## src/rtl/seg7_pkg.sv

```systemverilog
// seg7_pkg: segment patterns, state and result types shared by the readback encoder
package seg7_pkg;
  localparam logic [6:0] SEG_0 = 7'b1000000;
  localparam logic [6:0] SEG_1 = 7'b1111001;
  localparam logic [6:0] SEG_2 = 7'b0100100;
  localparam logic [6:0] SEG_3 = 7'b0110000;
  localparam logic [6:0] SEG_4 = 7'b0011001;
  localparam logic [6:0] SEG_5 = 7'b0010010;
  localparam logic [6:0] SEG_6 = 7'b0000010;
  localparam logic [6:0] SEG_7 = 7'b1111000;
  localparam logic [6:0] SEG_8 = 7'b0000000;
  localparam logic [6:0] SEG_9 = 7'b0011000;
  localparam logic [6:0] SEG_A = 7'b0001000;
  localparam logic [6:0] SEG_B = 7'b0000011;
  localparam logic [6:0] SEG_C = 7'b1000110;
  localparam logic [6:0] SEG_D = 7'b0100001;
  localparam logic [6:0] SEG_E = 7'b0000110;
  localparam logic [6:0] SEG_F = 7'b0001110;
  localparam logic [6:0] SEG_BLANK = 7'b1111111;
  localparam logic [6:0] SEG_MINUS = 7'b0111111;
  typedef enum logic {TRACK, HOLD} state_t;
  typedef struct packed {
    logic [3:0] value;
    logic       err;
  } result_t;
endpackage

```

## src/rtl/seg7_pattern_lookup.sv

```systemverilog
// seg7_pattern_lookup: maps a digit/sign segment pair back to a 4-bit value or flags it illegal
module seg7_pattern_lookup
  import seg7_pkg::*;
#(
  parameter bit SIGNED_MODE = 1'b1
) (
  input  logic [6:0] numHEX,
  input  logic [6:0] signHEX,
  output logic [3:0] value,
  output logic       err
);
  logic [3:0] dig;
  logic dok, blank, minus, ok;
  always_comb begin
    dig = 4'h0;
    dok = 1'b1;
    case (numHEX)
      SEG_0: dig = 4'h0;
      SEG_1: dig = 4'h1;
      SEG_2: dig = 4'h2;
      SEG_3: dig = 4'h3;
      SEG_4: dig = 4'h4;
      SEG_5: dig = 4'h5;
      SEG_6: dig = 4'h6;
      SEG_7: dig = 4'h7;
      SEG_8: dig = 4'h8;
      SEG_9: dig = 4'h9;
      SEG_A: dig = 4'hA;
      SEG_B: dig = 4'hB;
      SEG_C: dig = 4'hC;
      SEG_D: dig = 4'hD;
      SEG_E: dig = 4'hE;
      SEG_F: dig = 4'hF;
      default: dok = 1'b0;
    endcase
    blank = signHEX == SEG_BLANK;
    minus = signHEX == SEG_MINUS;
    ok = SIGNED_MODE ? dok && ((blank && dig < 4'd8) || (minus && dig >= 4'd1 && dig <= 4'd8))
                     : dok && blank;
    err = !ok;
    value = !ok ? 4'd0 : minus ? 4'd0 - dig : dig;
  end
endmodule

```

## src/rtl/seg7_readback_encoder.sv

```systemverilog
// seg7_readback_encoder: debounces the displayed segment pair and emits its encoded value once per new pattern
module seg7_readback_encoder
  import seg7_pkg::*;
#(
  parameter int STABLE_CYCLES = 4,
  parameter bit SIGNED_MODE   = 1'b1
) (
  input  logic       clk,
  input  logic       rst,
  input  logic [6:0] numHEX,
  input  logic [6:0] signHEX,
  output logic       out_valid,
  input  logic       out_ready,
  output logic [3:0] out_value,
  output logic       out_err,
  output logic [7:0] err_count
);
  localparam logic [7:0] SC = 8'(STABLE_CYCLES);
  logic [6:0] num_q, num_d, sign_q, sign_d;
  logic [7:0] cnt_q, cnt_d, errc_q, errc_d;
  logic [13:0] last_q, last_d;
  logic last_ok_q, last_ok_d, same, fire, acc, lk_err;
  logic [3:0] lk_value;
  state_t state_q, state_d;
  result_t res_q, res_d;
  seg7_pattern_lookup #(.SIGNED_MODE(SIGNED_MODE)) u_lookup (
    .numHEX (num_q),
    .signHEX(sign_q),
    .value  (lk_value),
    .err    (lk_err)
  );
  always_comb begin
    num_d = numHEX;
    sign_d = signHEX;
    same = {numHEX, signHEX} == {num_q, sign_q};
    cnt_d = !same ? 8'd0 : cnt_q == SC ? cnt_q : cnt_q + 8'd1;
    fire = state_q == TRACK && same && cnt_q >= SC - 8'd1
           && (!last_ok_q || last_q != {num_q, sign_q});
    acc = state_q == HOLD && out_ready;
    state_d = fire ? HOLD : acc ? TRACK : state_q;
    res_d = fire ? result_t'{lk_value, lk_err} : res_q;
    last_d = fire ? {num_q, sign_q} : last_q;
    last_ok_d = last_ok_q | fire;
    errc_d = acc && res_q.err && errc_q != 8'hFF ? errc_q + 8'd1 : errc_q;
  end
  always_ff @(posedge clk) begin
    if (rst) begin
      num_q <= SEG_BLANK;
      sign_q <= SEG_BLANK;
      cnt_q <= 8'd0;
      errc_q <= 8'd0;
      last_q <= 14'd0;
      last_ok_q <= 1'b0;
      state_q <= TRACK;
      res_q <= '0;
    end else begin
      num_q <= num_d;
      sign_q <= sign_d;
      cnt_q <= cnt_d;
      errc_q <= errc_d;
      last_q <= last_d;
      last_ok_q <= last_ok_d;
      state_q <= state_d;
      res_q <= res_d;
    end
  end
  assign out_valid = state_q == HOLD;
  assign out_value = res_q.value;
  assign out_err = res_q.err;
  assign err_count = errc_q;
endmodule

```

## config.mk

```make
export PLATFORM = sky130hd
export DESIGN_NAME = seg7_readback_encoder
export DESIGN_NICKNAME = d
export VERILOG_FILES = /design/src/rtl/seg7_pkg.sv /design/src/rtl/seg7_pattern_lookup.sv /design/src/rtl/seg7_readback_encoder.sv
export SDC_FILE = /design/constraint.sdc
export NUM_CORES = 1
export LEC_CHECK = 0
export CORE_MARGIN = 2
export CORE_UTILIZATION = 50
export CTS_BUF_LIST = sky130_fd_sc_hd__clkbuf_4 sky130_fd_sc_hd__clkbuf_8
export DETAILED_ROUTE_END_ITERATION = 6
export PLACE_DENSITY = 0.72
export SLEW_MARGIN = 20
export SYNTH_ARGS = -nofsm -noshare
export SYNTH_HDL_FRONTEND = slang
export SYNTH_SLANG_ARGS = --single-unit
export TNS_END_PERCENT = 50
```

## constraint.sdc

```tcl
create_clock -name clk -period 4.68 [get_ports clk]
set_input_delay 0.936 -clock clk [delete_from_list [all_inputs] [get_ports clk]]
set_output_delay 0.936 -clock clk [all_outputs]
set_load 0.05 [all_outputs]
```

==> out/metrics.csv, run 1 <==
stage,metric,value,unit
worst_setup_path,reg2reg start,num_q[1]$_SDFF_PP1_,
clock_network,clock sink count,51,
worst_setup_path,origin of the worst setup path,signHEX[4],
global_routing,largest net degree at the start of global routing,27,
worst_setup_path,"Largest delay share family, worst path",simple AND/OR/NAND/NOR gates,
global_routing,GRT overflow,0,
detailed_routing,Pre-antenna DRT Iters,4,
detailed_routing,vias per cell,5.391,
worst_setup_path,CP Class,in -> reg,
timing,hold_ws,0.4813,ns
worst_setup_path,arrival time worst endpoint,3.34,ns
final_layout,Fillers,470,
timing,highest clock rate,315.6,MHz
timing,post-route setup TNS,0,ns
die,Boundary Pins,31,
hold_path,Min-Delay Startpoint,last_ok_q$_SDFF_PP0_,
logic_synthesis,"Async S/R FF share, synth",0,
detailed_routing,Routed WL,5321,µm
detailed_routing,antenna-violating nets left,0,
clock_network,Post-CTS Hold Buffers,0,
logic_synthesis,Mapped Cells,301,
final_layout,area delta synth->final,14.59,%
logic_synthesis,Mapped Nets,323,
power,Net Sw Frac,0.2259,
power,Pwr per Cell Area,263.0,nW/µm²
timing,unrepaired setup endpoints after global routing,no,
placed_design,port bufs,30,
clock_network,"Clk pin slew, worst setup/hold paths",0.08,ns
logic_synthesis,Mapped Area,2745,µm²
worst_setup_path,Critical Path RT,4.85,ns
timing,Worst Max-Slew Pin Slew,0.6923,ns
clock_network,clock buffer depth,2,
worst_setup_path,R2R Setup Slk,1.73,ns
die,Die W,78.10,µm
worst_setup_path,critical path startpoint category,input pin,
timing,skew final,0.008703,ns
timing,slew margin rel.,0.5374,
placed_design,Detailed Place HPWL,3849,µm
worst_setup_path,Critical Path Max Stage Delay,0.58,ns
logic_synthesis,Synth Flop Type,dfxtp_1,
placed_design,Placed Instance Area,3039,µm²
power,maximum VDD drop,0.0001732,V
placed_design,"worst slack, placed",1.159,ns
worst_setup_path,CP max-delay cell,nor2_4,
clock_network,post-CTS setup repair buffer count,0,
run,maxcap violations,0,
logic_synthesis,yosys warns,0,
timing,max-slew violations,0,
power,Lkg Pwr,1.094,nW
global_routing,first-pass GRT wire length,9128,µm
timing,final worst slack,1.511,ns
final_layout,Ant. Diodes,0,
logic_synthesis,Syn Area/Cell,9.120,µm²
logic_synthesis,sequential share of the synthesized area,0.3719,
hold_path,hold path cells,2,
logic_synthesis,unique cell type count in the Yosys netlist,53,
clock_network,root buf cell,clkbuf_8,
power,Comb pwr share,0.079,
global_routing,initial antenna violation count,0,
die,CORE AREA,5205,µm²
clock_network,TritonCTS Buffers,5,
hold_path,hold crit path type,reg -> reg,
global_routing,number of global-route vias before repair,1910,
power,Psw,0.1869,mW
die,Initial Utilization,0.5274,
clock_network,CTS tree,built,
final_layout,layout cells sized above 1,0.1204,
clock_network,H-tree levels,2,
worst_setup_path,reg2reg end,out_value[2]$_SDFFE_PP0P_,
placed_design,RePlAce Congestion,0.7841,
detailed_routing,vias,2124,
die,full die area,6099,µm²
timing,fin crit period,3.169,ns
power,final total power,0.8273,mW
final_layout,post-route cell area,3146,µm²
die,Die Height,78.10,µm
power,Clk pwr share,0.364,
logic_synthesis,Post-synth EDFFs,0,
worst_setup_path,Reg2Reg Depth,11,
worst_setup_path,endpoint class of the critical path,flop,
power,Pint,0.6404,mW
logic_synthesis,area fraction of the dominant cell type after synthesis,0.3719,
detailed_routing,DRT iter0 DRCs,95,
clock_network,post-cts resize count,0,
worst_setup_path,worst path bufs/invs,1,
hold_path,worst hold endpoint,last_ok_q$_SDFF_PP0_,
worst_setup_path,Worst Path Max Fanout,22,
logic_synthesis,number of synthesized register bits,51,
detailed_routing,Avg WL per Cell,13.51,µm
logic_synthesis,synth top area cells,"dfxtp_1 (37%), xnor2_1 (11%), mux2i_1 (5.8%)",
outcome,status,"finished, final reports clean",
timing,Final Hold Vio Count,0,
power,Reg power frac,0.557,
detailed_routing,Residual DRC,0,
logic_synthesis,post-synth top area cell,dfxtp_1,
worst_setup_path,CP cell instances,"clkdlybuf4s50_1, xnor2_1, nand4_1, nor4_1, nand2_2, nor2_4, mux2i_1, nor2_1",
die,Site Rows,26,
final_layout,# nets final,346,
timing,Tcrit/Tclk final,0.6771,
clock_network,insertion delay to the later sink of the worst-skew pair,0.31,ns
timing,# setup viols final,0,
global_routing,Total Routing Usage GR,0.1847,
==> placed cells by master (no fill, tap or decap), drive strengths merged, types with 2 or more instances in the layout <==
cell type       n
nand4           9
nor4            4
clkbuf          6
nor2           43
dfxtp          51
a31oi           3
a21oi          11
nor3            3
nand3          15
xor2           11
xnor2          33
nor4b           3
clkdlybuf4s50  30
o21ai           6
a211oi          3
nand2          12
ha              5
or4             3
o22ai           2
a32o            2
or2            15
and3            6
mux2i          16
or4b            3
nand2b          4
and3b           2
or3             4
inv             8
==> power by group through the flow <==
stage | clock, mW | combinational, mW | sequential [mW]
4_1_cts | 0.307 | 0.0656 | 0.460
6_report | 0.302 | 0.0652 | 0.461
3_3_place_gp | 0 | 0.0650 | 0.470
2_1_floorplan | 0 | 0.0556 | 0.457
5_1_grt | 0.328 | 0.0717 | 0.463
3_5_place_dp | 0 | 0.0652 | 0.471
==> worst max path at each step <==
stage	to	slack, ns	cells past startpoint
finish	last_q[11]$_SDFFE_PP0P_	1.51	8
global route	last_q[11]$_SDFFE_PP0P_	1.36	8
CTS	last_q[11]$_SDFFE_PP0P_	1.47	8
detailed placement	last_q[12]$_SDFFE_PP0P_	1.16	8
global placement	last_q[9]$_SDFFE_PP0P_	1.17	8
floorplan	last_q[12]$_SDFFE_PP0P_	2.28	8
==> state kept, by name, summed over array words and instances, names as in the netlist <==
name	count
cnt_q	8
err_count	8
last_ok_q	1
last_q	14
num_q	7
out_err	1
out_valid	1
out_value	4
sign_q	7
==> Yosys cell counts, types with 2 or more instances <==
| cell type | count |
|---|---|
| or3_1 | 4 |
| nor3_1 | 3 |
| mux2i_1 | 16 |
| nand3_1 | 15 |
| nor2_1 | 42 |
| nor4_2 | 2 |
| o22ai_1 | 2 |
| nor4_1 | 2 |
| inv_1 | 8 |
| nor4b_1 | 3 |
| nand4_1 | 9 |
| a31oi_1 | 2 |
| or4b_1 | 2 |
| nand2b_1 | 4 |
| ha_1 | 5 |
| buf_2 | 4 |
| and3_1 | 5 |
| buf_4 | 6 |
| xor2_1 | 11 |
| or2_2 | 14 |
| xnor2_1 | 33 |
| o21ai_0 | 6 |
| clkbuf_1 | 3 |
| or4_1 | 2 |
| nand2_1 | 11 |
| a21oi_1 | 10 |
| dfxtp_1 | 51 |
==> per-stage QoR <==
| step | cells | utilization |
|---|---|---|
| 2_1_floorplan | 301 | - |
| 3_3_place_gp | 387 | 0.5839 |
| 3_5_place_dp | 387 | 0.5839 |
| 4_1_cts | 394 | 0.6043 |
| 5_1_grt | 394 | 0.6043 |
| 6_report | 394 | 0.6043 |
==> cell families (layout without fill, tap and decap cells) <==
family                     count (synthesis)  after routing  share of synthesized area
DFF                                       51             51                     0.3719
and+or+nand+nor                          128            128                     0.2580
muxes                                     16             16                    0.05834
adders and majority gates                  5              5                    0.02279
AOI/OAI and AO/OA                         34             34                     0.1007
xor gates and xnor gates                  44             44                     0.1404
buffers and inverters                     23             46                    0.04786
==> worst register-to-register path, stage by stage (launching register included) <==
cell and delay (ns):
dfxtp_1 0.75, and3b_1 0.28, a32o_1 0.22, a222oi_1 0.48, inv_1 0.14, ha_1 0.22, inv_1 0.05, nand3_1 0.07
o22ai_1 0.27, a211oi_4 0.14, nand3_1 0.12, a21oi_1 0.08
==> routing by layer <==
layer / up-vias / wire [µm] / share of wire / track usage
met5: - / 0 / 0 / 0
met4: 0 / 72 / 0.014 / 0.06316
met3: 6 / 205 / 0.039 / 0.03793
met2: 43 / 2380 / 0.45 / 0.2724
met1: 987 / 2663 / 0.50 / 0.2687
li1: 1088 / - / - / -
==> layout make-up <==
| class | instances | area, µm² | area share |
|---|---|---|---|
| Clock buffer | 6 | 76.32 | 0.02426 |
| Inverter | 8 | 30.03 | 0.009547 |
| Timing Repair Buffer | 31 | 307.8 | 0.09785 |
| Tap cell | 70 | 87.58 | 0.02784 |
| Sequential cell | 51 | 1021 | 0.3246 |
| Multi-Input combinational cell | 227 | 1593 | 0.5064 |
| Clock inverter | 1 | 30.03 | 0.009547 |
Note: power is estimated with default switching activity, not from simulation.
==> run 2, diff against run 1 <==
Settings changed: PLACE_DENSITY 0.72 to 0.75.
Clock period 4.68 ns to 2.6 ns, I/O delays scaled along.
==> out/metrics.csv, run 2 (synthesis gave the netlist of run 1 again) <==
stage,metric,value,unit,change
detailed_routing,vias per cell,5.321,,-1.3%
placed_design,DP Cell Count,410,,+5.9%
die,Site Rows,26,,unchanged
clock_network,CTS tree,built,,
detailed_routing,Avg WL per Cell,13.84,µm,+2.5%
die,Initial Utilization,0.5274,,unchanged
final_layout,layout cells sized above 1,0.1925,,+0.07216
worst_setup_path,arrival time worst endpoint,2.74,ns,-0.60 ns
final_layout,Fillers,461,,-1.9%
clock_network,insertion delay to the later sink of the worst-skew pair,0.31,ns,about the same
timing,final worst slack,0.09352,ns,-1.418 ns
final_layout,area delta synth->final,21.42,%,
die,CORE AREA,5205,µm²,unchanged
detailed_routing,Routed WL,5786,µm,+8.7%
clock_network,root buf cell,clkbuf_8,,
detailed_routing,Residual DRC,0,,unchanged
power,final total power,1.452,mW,+76%
timing,hold_ws,0.4891,ns,+0.007768 ns
placed_design,"worst slack, placed",-0.008167,ns,-1.167 ns
timing,fin crit period,2.506,ns,
final_layout,max reg flops,14,,unchanged
timing,Worst Max-Slew Pin Slew,0.5010,ns,-0.1913 ns
global_routing,largest net degree at the start of global routing,25,,-7.4%
timing,# setup viols final,0,,unchanged
global_routing,Total Routing Usage GR,0.2075,,+0.02276
final_layout,Ant. Diodes,0,,unchanged
clock_network,clock buffer depth,2,,unchanged
clock_network,H-tree levels,2,,unchanged
timing,max-slew violations,0,,unchanged
timing,Tcrit/Tclk final,0.9640,,
timing,Final Hold Vio Count,0,,unchanged
final_layout,Sequential Area,1025,µm²,+0.37%
global_routing,GRT overflow,0,,unchanged
timing,unrepaired setup endpoints after global routing,no,,
die,Die W,78.10,µm,unchanged
clock_network,Post-CTS Hold Buffers,0,,unchanged
final_layout,post-route cell area,3333,µm²,+6.0%
worst_setup_path,critical path startpoint category,flop,,
detailed_routing,vias,2224,,+4.7%
global_routing,initial antenna violation count,0,,unchanged
timing,post-route setup TNS,0,ns,unchanged
final_layout,# nets final,369,,+6.6%
timing,skew final,0.01160,ns,+0.002896 ns
power,maximum VDD drop,0.0003582,V,+110%
placed_design,Placed Instance Area,3224,µm²,+6.1%
power,Pwr per Cell Area,435.6,nW/µm²,+66%
detailed_routing,Pre-antenna DRT Iters,4,,unchanged
worst_setup_path,endpoint class of the critical path,flop,,
die,Die Height,78.10,µm,unchanged
clock_network,TritonCTS Buffers,5,,unchanged
global_routing,first-pass GRT wire length,10320,µm,+13%
worst_setup_path,Critical Path RT,2.83,ns,-2.02 ns
detailed_routing,antenna-violating nets left,0,,unchanged
final_layout,Multi-input gate area,1599,µm²,+0.39%
final_layout,Reg with most FFs,last_q,,
final_layout,"commonest non-fill, non-tap cell in the layout",dfxtp_1,,
hold_path,hold crit path type,reg -> reg,,
placed_design,Detailed Place HPWL,4364,µm,+13%
worst_setup_path,Worst Path Max Fanout,7,,-68%
die,full die area,6099,µm²,unchanged
power,Lkg Pwr,1.204,nW,+10%
outcome,status,"finished, final reports clean",,
detailed_routing,DRT iter0 DRCs,149,,+57%
final_layout,Util after Layout,0.6404,,+0.03606
final_layout,Final Non-Filler Cells,418,,+6.1%
timing,highest clock rate,399.0,MHz,
placed_design,RePlAce Congestion,0.8220,,+4.8%
die,Boundary Pins,31,,unchanged
global_routing,number of global-route vias before repair,2258,,+18%
placed_design,port bufs,30,,unchanged
worst_setup_path,CP Class,reg -> reg,,
run,maxcap violations,0,,unchanged
clock_network,clock sink count,51,,unchanged
timing,slew margin rel.,0.6649,,+0.1276
clock_network,"Clk pin slew, worst setup/hold paths",0.09,ns,about the same
final_layout,"commonest cells after routing, fill and taps aside","dfxtp_1 (48), nor2_1 (42), xnor2_1 (33), clkdlybuf4s50_1 (30), buf_4 (23)",,
[run 2: worst paths after layout]
check / end / slack [ns] / start / depth (start not counted)
max: out_err$_SDFFE_PP0P_ / 0.09 / num_q[0]$_SDFF_PP1_ / 10
min: last_ok_q$_SDFF_PP0_ / 0.49 / last_ok_q$_SDFF_PP0_ / 2
max reg2reg: out_err$_SDFFE_PP0P_ / 0.09 / num_q[0]$_SDFF_PP1_ / 10
min reg2reg: last_ok_q$_SDFF_PP0_ / 0.49 / last_ok_q$_SDFF_PP0_ / 2
[run 2: worst max-delay path, cell delays in order (launching register included)]
cell and delay (ns):
dfxtp_1 0.39, or3_1 0.43, nor4b_2 0.36, nor3_1 0.13, buf_4 0.16, ha_1 0.20, inv_1 0.08, nand3_1 0.07
o22ai_1 0.23, a211oi_4 0.14, a211oi_2 0.23
[run 2: what timing repair did]
item | 4_1_cts | 5_1_grt
hold endpoints to repair | 0 | 0
endpoints found under the setup margin | 4 | 5
setup buffers | 0 | 0
pin swaps | 0 | 1
gates resized for setup | 1 | 3
[run 2: cell type report]
type	count	area share
multi-input combinational	227	0.4797
sequential	51	0.3074
timing repair buffer	54	0.1479
clock buffer	7	0.02703
tap	70	0.02628
inverter	8	0.009009
clock inverter	1	0.002628
[run 2: metal layers]
layer  global-route usage  part of all wire  vias up  wire [µm]
met5                    0                 0        -          0
met4              0.07895             0.019        0        110
met3              0.03218             0.023       11        133
met2               0.3397              0.46       33       2674
met1               0.2770              0.50     1038       2868
li1                     -                 -     1142          -
[run 2: power breakdown]
part | leakage, nW | total (mW) | switching [mW] | internal, mW
Combinational | 0.738 | 0.150 | 0.0677 | 0.0824
Sequential | 0.414 | 0.817 | 0.0239 | 0.793
Clock | 0.0519 | 0.485 | 0.257 | 0.229
